**src/rtl/text_console_ctrl_if.sv**
```systemverilog
// rtl/text_console_ctrl_if.sv - CPU byte stream, character RAM write port and display status bundle
interface text_console_ctrl_if;
    logic        ch_valid;
    logic [7:0]  ch_data;
    logic        ch_ready;
    logic        ram_we;
    logic [11:0] ram_addr;
    logic [7:0]  ram_wdata;
    logic [11:0] base_addr;
    logic [7:0]  base_addr_y;
    logic [7:0]  cur_col;
    logic [7:0]  cur_row;
    logic        busy;

    modport master (
        output ch_valid, ch_data,
        input  ch_ready, ram_we, ram_addr, ram_wdata,
        input  base_addr, base_addr_y, cur_col, cur_row, busy
    );

    modport slave (
        input  ch_valid, ch_data,
        output ch_ready, ram_we, ram_addr, ram_wdata,
        output base_addr, base_addr_y, cur_col, cur_row, busy
    );
endinterface

```
**src/rtl/text_console_ctrl.sv**
```systemverilog
// rtl/text_console_ctrl.sv - character RAM sequencer: control-code decode, cursor tracking, circular scroll and clears
module text_console_ctrl #(
    parameter int         COLS           = 70,
    parameter int         ROWS           = 30,
    parameter logic [7:0] SPACE          = 8'h20,
    parameter bit         CLEAR_ON_RESET = 1'b1
) (
    input  logic                pclk,
    input  logic                reset,
    text_console_ctrl_if.slave  bus
);
    localparam logic [11:0] TOTAL    = 12'(COLS * ROWS);
    localparam logic [11:0] COLS_W   = 12'(COLS);
    localparam logic [11:0] LAST_LB  = 12'(COLS * ROWS - COLS);
    localparam logic [7:0]  COL_LAST = 8'(COLS - 1);
    localparam logic [7:0]  ROW_LAST = 8'(ROWS - 1);

    typedef enum logic [1:0] {IDLE, WRITE, CLEAR_LINE, CLEAR_ALL} state_t;
    localparam state_t RESET_STATE = CLEAR_ON_RESET ? CLEAR_ALL : IDLE;

    state_t      state, state_d;
    logic [7:0]  col_q, col_d, row_q, row_d, bay_q, bay_d, wdata_q, wdata_d;
    logic [11:0] lb_q, lb_d, ba_q, ba_d, addr_q, addr_d, cnt_q, cnt_d;
    logic        we_q, we_d, adv_q, adv_d, do_nl;
    logic [11:0] phys, lb_plus, ba_plus;
    logic [7:0]  bay_plus;

    // Physical rows are multiples of COLS, so a wrap check on equality is enough
    assign phys     = lb_q + {4'b0, col_q};
    assign lb_plus  = (lb_q == LAST_LB) ? 12'd0 : lb_q + COLS_W;
    assign ba_plus  = (ba_q == LAST_LB) ? 12'd0 : ba_q + COLS_W;
    assign bay_plus = (bay_q == ROW_LAST) ? 8'd0 : bay_q + 8'd1;

    always_ff @(posedge pclk or negedge reset) begin
        if (!reset) begin
            state   <= RESET_STATE;
            col_q   <= '0;
            row_q   <= '0;
            bay_q   <= '0;
            ba_q    <= '0;
            lb_q    <= '0;
            we_q    <= 1'b0;
            addr_q  <= '0;
            wdata_q <= '0;
            cnt_q   <= '0;
            adv_q   <= 1'b0;
        end else begin
            state   <= state_d;
            col_q   <= col_d;
            row_q   <= row_d;
            bay_q   <= bay_d;
            ba_q    <= ba_d;
            lb_q    <= lb_d;
            we_q    <= we_d;
            addr_q  <= addr_d;
            wdata_q <= wdata_d;
            cnt_q   <= cnt_d;
            adv_q   <= adv_d;
        end
    end

    always_comb begin
        state_d = state;
        col_d   = col_q;
        row_d   = row_q;
        bay_d   = bay_q;
        ba_d    = ba_q;
        lb_d    = lb_q;
        we_d    = 1'b0;
        addr_d  = addr_q;
        wdata_d = wdata_q;
        cnt_d   = cnt_q;
        adv_d   = adv_q;
        do_nl   = 1'b0;
        unique case (state)
            IDLE: begin
                if (bus.ch_valid) begin
                    if (bus.ch_data >= 8'h20 && bus.ch_data <= 8'h7E) begin
                        we_d    = 1'b1;
                        addr_d  = phys;
                        wdata_d = bus.ch_data;
                        adv_d   = 1'b1;
                        state_d = WRITE;
                    end else begin
                        unique case (bus.ch_data)
                            8'h0A: do_nl = 1'b1;
                            8'h0D: col_d = '0;
                            8'h08: begin
                                if (col_q != 8'd0) begin
                                    col_d   = col_q - 8'd1;
                                    we_d    = 1'b1;
                                    addr_d  = phys - 12'd1;
                                    wdata_d = SPACE;
                                    adv_d   = 1'b0;
                                    state_d = WRITE;
                                end
                            end
                            8'h0C: begin
                                col_d   = '0;
                                row_d   = '0;
                                bay_d   = '0;
                                ba_d    = '0;
                                lb_d    = '0;
                                we_d    = 1'b1;
                                addr_d  = '0;
                                wdata_d = SPACE;
                                cnt_d   = 12'd1;
                                state_d = CLEAR_ALL;
                            end
                            default: ;
                        endcase
                    end
                end
            end
            WRITE: begin
                state_d = IDLE;
                if (adv_q) begin
                    if (col_q < COL_LAST) col_d = col_q + 8'd1;
                    else                  do_nl = 1'b1;
                end
            end
            CLEAR_LINE: begin
                if (cnt_q == COLS_W) begin
                    state_d = IDLE;
                end else begin
                    we_d    = 1'b1;
                    addr_d  = lb_q + cnt_q;
                    wdata_d = SPACE;
                    cnt_d   = cnt_q + 12'd1;
                end
            end
            CLEAR_ALL: begin
                if (cnt_q == TOTAL) begin
                    state_d = IDLE;
                end else begin
                    we_d    = 1'b1;
                    addr_d  = cnt_q;
                    wdata_d = SPACE;
                    cnt_d   = cnt_q + 12'd1;
                end
            end
            default: state_d = IDLE;
        endcase

        // On scroll the old top line becomes the bottom line; its first blank is issued here
        if (do_nl) begin
            col_d = '0;
            if (row_q != ROW_LAST) begin
                row_d   = row_q + 8'd1;
                lb_d    = lb_plus;
                state_d = IDLE;
            end else begin
                bay_d   = bay_plus;
                ba_d    = ba_plus;
                lb_d    = ba_q;
                we_d    = 1'b1;
                addr_d  = ba_q;
                wdata_d = SPACE;
                cnt_d   = 12'd1;
                state_d = CLEAR_LINE;
            end
        end
    end

    assign bus.ch_ready    = (state == IDLE);
    assign bus.busy        = (state == CLEAR_LINE) || (state == CLEAR_ALL);
    assign bus.ram_we      = we_q;
    assign bus.ram_addr    = addr_q;
    assign bus.ram_wdata   = wdata_q;
    assign bus.base_addr   = ba_q;
    assign bus.base_addr_y = bay_q;
    assign bus.cur_col     = col_q;
    assign bus.cur_row     = row_q;
endmodule
```
**src/flat_wrapper.sv**
```systemverilog
// flat-port wrapper written by rule: the top's interface ports become plain ports
module text_console_ctrl_flat 
#(
    parameter int         COLS           = 70,
    parameter int         ROWS           = 30,
    parameter logic [7:0] SPACE          = 8'h20,
    parameter bit         CLEAR_ON_RESET = 1'b1
)
  (pclk, reset, bus_ch_valid, bus_ch_data, bus_ch_ready, bus_ram_we, bus_ram_addr, bus_ram_wdata, bus_base_addr, bus_base_addr_y, bus_cur_col, bus_cur_row, bus_busy);
  text_console_ctrl_if bus_i ();
  input  logic pclk;
  input  logic reset;
  input wire logic [$bits(bus_i.ch_valid)-1:0] bus_ch_valid;
  input wire logic [$bits(bus_i.ch_data)-1:0] bus_ch_data;
  output wire logic [$bits(bus_i.ch_ready)-1:0] bus_ch_ready;
  output wire logic [$bits(bus_i.ram_we)-1:0] bus_ram_we;
  output wire logic [$bits(bus_i.ram_addr)-1:0] bus_ram_addr;
  output wire logic [$bits(bus_i.ram_wdata)-1:0] bus_ram_wdata;
  output wire logic [$bits(bus_i.base_addr)-1:0] bus_base_addr;
  output wire logic [$bits(bus_i.base_addr_y)-1:0] bus_base_addr_y;
  output wire logic [$bits(bus_i.cur_col)-1:0] bus_cur_col;
  output wire logic [$bits(bus_i.cur_row)-1:0] bus_cur_row;
  output wire logic [$bits(bus_i.busy)-1:0] bus_busy;
  assign bus_i.ch_valid = bus_ch_valid;
  assign bus_i.ch_data = bus_ch_data;
  assign bus_ch_ready = bus_i.ch_ready;
  assign bus_ram_we = bus_i.ram_we;
  assign bus_ram_addr = bus_i.ram_addr;
  assign bus_ram_wdata = bus_i.ram_wdata;
  assign bus_base_addr = bus_i.base_addr;
  assign bus_base_addr_y = bus_i.base_addr_y;
  assign bus_cur_col = bus_i.cur_col;
  assign bus_cur_row = bus_i.cur_row;
  assign bus_busy = bus_i.busy;
  text_console_ctrl #(.COLS(COLS), .ROWS(ROWS), .SPACE(SPACE), .CLEAR_ON_RESET(CLEAR_ON_RESET)) u_core (.pclk(pclk), .reset(reset), .bus(bus_i));
endmodule
```
**config.mk**
```make
export PLATFORM = sky130hd
export DESIGN_NAME = text_console_ctrl_flat
export DESIGN_NICKNAME = d
export VERILOG_FILES = /design/src/rtl/text_console_ctrl_if.sv /design/src/rtl/text_console_ctrl.sv /design/src/flat_wrapper.sv
export SDC_FILE = /design/constraint.sdc
export NUM_CORES = 1
export LEC_CHECK = 0
export BUFFER_PORTS_ARGS = -buffer_cell sky130_fd_sc_hd__buf_2
export CAP_MARGIN = 20
export CORE_MARGIN = 4
export CORE_UTILIZATION = 40
export CTS_CLUSTER_DIAMETER = 40
export DETAILED_ROUTE_END_ITERATION = 8
export MAX_ROUTING_LAYER = met4
export SLEW_MARGIN = 40
export SYNTH_ARGS = -nofsm -noshare
export SYNTH_HDL_FRONTEND = slang
export SYNTH_SLANG_ARGS = --single-unit
```
**constraint.sdc**
```tcl
create_clock -name pclk -period 4.1 [get_ports pclk]
set_input_delay 0.41 -clock pclk [delete_from_list [all_inputs] [get_ports pclk]]
set_output_delay 0.41 -clock pclk [all_outputs]
set_load 0.02 [all_outputs]
```
-- Yosys cells after proc, flatten, opt, wreduce, memory -nomap -nowiden
Index checks and enable logic that the tools add are counted.
- bitwise gates (word level): 0
- divide/modulo/power cells: 0
- add/subtract/negate cells: 10
- shifts and indexed selects: 0
- equality and inequality tests: 24
- muxes and demuxes: 88
- reduce and logical (&&, ||, !) cells: 15
- order comparisons: 3
- $mul: 0
- operators with widths (cell ; number):
    $mux W12 ; 28
    $mux W8 ; 26
    $pmux W12 S3 ; 2
    $pmux W8 S2 ; 3
    $eq A8 B4 Y1 const B ; 4
    $add A12 B7 Y12 const B ; 2
    $add A8 B1 Y8 const B ; 3
    $eq A12 B11 Y1 const B ; 2
    $pmux W12 S2 ; 1
    $pmux W8 S3 ; 1
    $mux W1 ; 15
    $mux W2 ; 7
    $add A12 B1 Y12 const B ; 1
    $add A12 B12 Y12 ; 1
    $add A12 B8 Y12 ; 1
    $eq A12 B12 Y1 const B ; 1
    $eq A12 B7 Y1 const B ; 1
    $ne A3 B1 Y1 const B ; 4
    $sub A12 B1 Y12 const B ; 1
    $reduce_bool A2 Y1 ; 5
    $eq A8 B5 Y1 const B ; 1
    $ge A8 B6 Y1 const B ; 1
    $le A8 B7 Y1 const B ; 1
    $lt A8 B7 Y1 const B ; 1
    22 further kinds ; 27
- bits in latches: 0
- bits of input ports: 11
- memory bits (read-only): 0
- bits in registers: 84
- memory bits (writable): 0
- memories: 0

-- Depth between registers and ports, before layout
- depth after elaboration: 9
- gate-level depth with buffers: 11
- gate-level depth less buffers: 10

-- Worst setup path before layout
No wires, ideal clock.
- path kind: flip-flop to flip-flop
- start: register u_core.col_q[0] (netlist: u_core.bus.cur_col[0])
- end: register u_core.addr_q[9] (netlist: u_core.bus.ram_addr[9])
- slack: 1058 ps
- setup time: 140 ps
- stages on the path, launching flop included: 12
- path buffers: 1
- data arrival time: 2902 ps
- cell sequence: dfrtp_1 -> ha_1 -> fa_1 -> a21oi_1 -> o21bai_1 -> xor2_1 -> or3_1 -> clkbuf_1 -> nor4b_2 -> mux2i_1 -> a221oi_1 -> o211ai_1
- cells in the longest elaborated chain, start to end: 9
- elaborated cells between the ends (all ways): 14
- classes of those cells: add/sub: 2; order compare: 1; mux: 10; reduce/logical: 1
- RTL lines (item ; line ; source):
    start, declared ; text_console_ctrl.sv:22 ; logic [7:0] col_q, col_d, row_q, row_d, bay_q, bay_d, wdata_q, wdata_d;
    start signal, assigned ; text_console_ctrl.sv:49 ; col_q <= col_d;
    $add A12 B8 Y12 ; text_console_ctrl.sv:29 ; assign phys = lb_q + {4'b0, col_q};
    $sub A12 B1 Y12 ; text_console_ctrl.sv:92 ; addr_d = phys - 12'd1;
    $mux W12 ; text_console_ctrl.sv:89 ; if (col_q != 8'd0) begin
    $pmux W12 S2 ; text_console_ctrl.sv:85 ; unique case (bus.ch_data)
    $mux W12 ; text_console_ctrl.sv:78 ; if (bus.ch_data >= 8'h20 && bus.ch_data <= 8'h7E) begin
    $mux W12 ; text_console_ctrl.sv:77 ; if (bus.ch_valid) begin
    $pmux W12 S3 ; text_console_ctrl.sv:75 ; unique case (state)
    $mux W12 ; text_console_ctrl.sv:148 ; if (row_q != ROW_LAST) begin
    $mux W12 (*) ; text_console_ctrl.sv:146 ; if (do_nl) begin
    named net u_core.addr_d[9] ; text_console_ctrl.sv:23 ; logic [11:0] lb_q, lb_d, ba_q, ba_d, addr_q, addr_d, cnt_q, cnt_d;
    end signal, assigned ; text_console_ctrl.sv:55 ; addr_q <= addr_d;
    end, declared ; text_console_ctrl.sv:23 ;
Mark *: on every way through the listed nets, which the timed path passes. The rest lies on a longest branch.
A chain may end at the register's enable or synchronous reset.

-- Worst setup path after layout
Ends and elaborated chain as after synthesis.

==> flow_metrics.py <==
metrics = {
    "worst_hold_path": {
        "hold_start": "bus_ch_data[3]",
        "hold_end": "u_core.bus.ram_wdata[3]",
        "min_path_cells": 3,
        "min_path_type": "in -> reg",
    },
    "synth": {
        "synth_top_area_share_pct": 33.30,
        "synth_ff_type": "dfrtp_1",
        "synth_fa_ha_area_share_pct": 6.944,
        "synth.yosys.seq_area_share_pct": 34.15,
        "yosys.area_share.simple_pct": 24.83,
        "yosysWarnings": 0,
        "syn_avg_cell_area_um2": 8.305,
        "synthTopCellsByCount": "87 x nor2_1, 82 x dfrtp_1, 71 x nand2_1",
        "synth_top_area_cell": "dfrtp_1",
        "synthTopCellsByArea": "dfrtp_1 33%, ha_1 6.3%, o21ai_0 5.6%, nor2_1 5.3%, nand2_1 4.3%",
        "synthMuxAreaShare_pct": 0.6497,
        "synth.cell_area_mm2": 0.006162,
        "syn_nets": 786,
        "synth_cell_type_count": 74,
        "synth_cells": 742,
        "synthArstFlopShare_pct": 100.0,
        "synth_top_family_by_area": "compound AO/OA/AOI/OAI gates",
        "synth_enable_flop_cells": 0,
        "ys_ff_latch": 84,
        "synth.most_common_cell": "nor2_1",
        "synth_xor_area_share_pct": 3.838,
        "synth_compound_area_share_pct": 25.95,
    },
    "drt": {
        "routed-via-count": 6119,
        "drc_errors": 0,
        "viasPerCell": 6.156,
        "ant_nets": 0,
        "drt-initial-drc-count": 546,
        "first_pass_iters": 6,
        "drt-total-wl_mm": 19.58,
        "wl_per_cell_um": 19.70,
    },
    "placed_design": {
        "gp_congestion": 0.9247,
        "dpl.hpwl_mm": 14.60,
        "portBuffers": 69,
    },
    "cts": {
        "clk_pin_slew_ns": 0.07,
        "tritoncts": "built",
        "cts.sinks": 84,
        "numCtsBuffers": 9,
        "post_cts_buffers": 0,
        "h-tree-depth": 3,
        "clock_latency_ns": 0.36,
        "clk_path_buf_depth": 2,
        "root_buffer": "clkbuf_16",
    },
    "worst_setup_path": {
        "r2r_end": "u_core.bus.ram_addr[9]",
        "cp_max_fo": 11,
        "crit_chain": "ha_1 -> fa_1 -> a21oi_1 -> nor3_1 -> nor3_1 -> nand2_1 -> nor4b_2 -> mux2i_1 -> a221oi_1 -> o211ai_1",
        "worstReg2RegStart": "u_core.bus.cur_col[0]",
        "cpPeakStageDelay_ns": 0.52,
        "cp-start-kind": "flop",
        "cp.arrival_ns": 3.57,
        "crit_type": "reg -> reg",
        "cp_data_required_time_ns": 4.33,
        "crit_path_top_delay_cell": "nor3_1",
        "cp_common_cell": "nor3_1",
        "end_kind": "flop",
        "rr_worst_depth": 10,
        "rrSetupSlack_ns": 0.76,
    },
    "sta": {
        "min_period_over_period_pct": 81.52,
        "grt_setup_unrepaired": "no",
        "tightest_slew_ns": 0.8240,
        "clock_skew_ns": 0.008979,
        "final-hold-violation-count": 0,
        "setup_tns_ns": 0,
        "relSlewSlack_pct": 45.01,
        "period_minus_slack_ns": 3.342,
        "setup_viol": 0,
        "clock.fmax_mhz": 299.2,
        "drv_slew": 0,
    },
    "die": {
        "initial_core_util_pct": 40.69,
        "die_area_mm2": 0.01746,
        "chipHeight_um": 132.1,
        "core_area_mm2": 0.01515,
        "fp-row-count": 45,
        "die_x_um": 132.1,
        "io_pins": 70,
    },
    "grt": {
        "grt_pass1_wl_mm": 31.69,
        "grt_pass1_vias": 5891,
        "grt_max_degree": 56,
        "gr-total-overflow": 0,
        "grt_usage_pct": 23.11,
        "grt_antenna_before_repair": 0,
    },
    "power": {
        "p_leak_uw": 0.002940,
        "peakVddDrop_mv": 0.1784,
        "p_per_area_mw_per_mm2": 255.1,
    },
    "final_layout": {
        "layout.nets": 845,
        "fill_cells": 1452,
        "final_core_util_pct": 46.60,
        "synthToLayoutAreaGrowth_pct": 14.54,
        "antenna_cells": 0,
        "drive_gt1_share_pct": 14.52,
    },
    "status": {
        "status": "completed",
    },
    "run": {
        "drv_cap": 0,
    },
}
## how the worst max path moves through the flow
| stage | to | start | cells past startpoint |
|---|---|---|---|
| 5_1_grt | u_core.bus.ram_addr[9] | u_core.bus.cur_col[0] | 10 |
| 2_1_floorplan | u_core.bus.ram_addr[9] | u_core.bus.cur_col[0] | 11 |
| 4_1_cts | u_core.bus.ram_addr[9] | u_core.bus.cur_col[0] | 10 |
| 3_3_place_gp | u_core.bus.ram_addr[2] | u_core.bus.cur_col[0] | 9 |
| 3_5_place_dp | u_core.bus.ram_addr[9] | u_core.bus.cur_col[0] | 10 |
| 6_report | u_core.bus.ram_addr[9] | u_core.bus.cur_col[0] | 10 |
## routing by layer
layer | GRT usage [%] | routed length [um] | vias up
met4 | 9.218 | 563 | 0
met1 | 31.19 | 8752 | 2939
li1 | - | - | 2885
met2 | 34.81 | 8815 | 255
met3 | 3.626 | 1452 | 40
met5 | - | 0 | -
## placed cells by master (no fill, tap or decap), types with 7 or more instances in the layout
master      n
a211oi_1    7
a21o_1     10
a21oi_1    41
inv_1      23
nand4_1     9
ha_1       31
nor2_1     86
a221o_1     9
a221oi_1    8
xor2_1     10
nand2_1    71
xnor2_1    17
buf_2      68
a31oi_1     9
o211ai_1   16
dfrtp_1    82
clkbuf_16   9
nor3_1     19
o31ai_1    14
buf_4       9
nand3_1    27
o21ai_0    69
and3_1      7
nand2b_1   13
nor2b_1    13
or3_1      12
## registers in the layout (all words and copies together) (netlist names)
signal	count
u_core.lb_q	12
u_core.bus.base_addr	12
u_core.bus.ram_addr	12
u_core.bus.ram_wdata	8
u_core.bus.cur_col	8
u_core.state	2
u_core.bus.base_addr_y	8
u_core.adv_q	1
u_core.cnt_q	12
u_core.bus.cur_row	8
u_core.bus.ram_we	1
## power breakdown
part           internal [uW]  leakage (uW)  switching [uW]
clock network            545      0.000159             372
registers                829       0.00103           0.496
logic                   15.4       0.00175            38.8
## kinds of logic (layout without fill, tap and decap cells)
group	after synthesis	in the layout
AO/OA/AOI/OAI	240	240
multiplexers	4	4
flip-flops	84	84
XOR/XNOR	27	27
AND/OR/NAND/NOR	300	300
buffers and inverters	54	118
adder cells (fa/ha/maj)	33	33
## critical path, delay by kind of cell, from the launching register on
family	cells	cell delay, ns
AND/OR/NAND/NOR	4	1.21
adder cells (fa/ha/maj)	2	0.71
AO/OA/AOI/OAI	3	0.70
flip-flops	1	0.49
multiplexers	1	0.11
## per-stage QoR
| step | power (uW) | cell area, um^2 | std cells | hold WS (ns) | setup slack, ns |
|---|---|---|---|---|---|
| 6_report | 1800 | 7058 | 994 | 0.3535 | 0.7575 |
| 3_5_place_dp | 896.3 | 6698 | 976 | 0.4956 | 0.7647 |
| 4_1_cts | 1818 | 7028 | 992 | 0.1321 | 0.7511 |
| 2_1_floorplan | 861.3 | 6162 | 742 | 0.1144 | 1.058 |
| 5_1_grt | 1860 | 7058 | 994 | 0.3535 | 0.4059 |
| 3_3_place_gp | 895.4 | 6678 | 976 | 0.4866 | 0.9082 |
## cell type report
cell class | instances | area (um^2) | area share, %
Multi-Input combinational cell | 604 | 3864 | 54.74
Sequential cell | 84 | 2105 | 29.82
Timing Repair Buffer | 79 | 437.9 | 6.205
Tap cell | 188 | 235.2 | 3.333
Clock buffer | 9 | 225.2 | 3.191
Clock inverter | 7 | 105.1 | 1.489
Inverter | 23 | 86.33 | 1.223
## what timing repair did
action                    CTS  global route
hold endpoints to repair    0            14
resized for setup           0             0
hold buffers                0             1
Note: power is estimated with default switching activity, not from simulation.
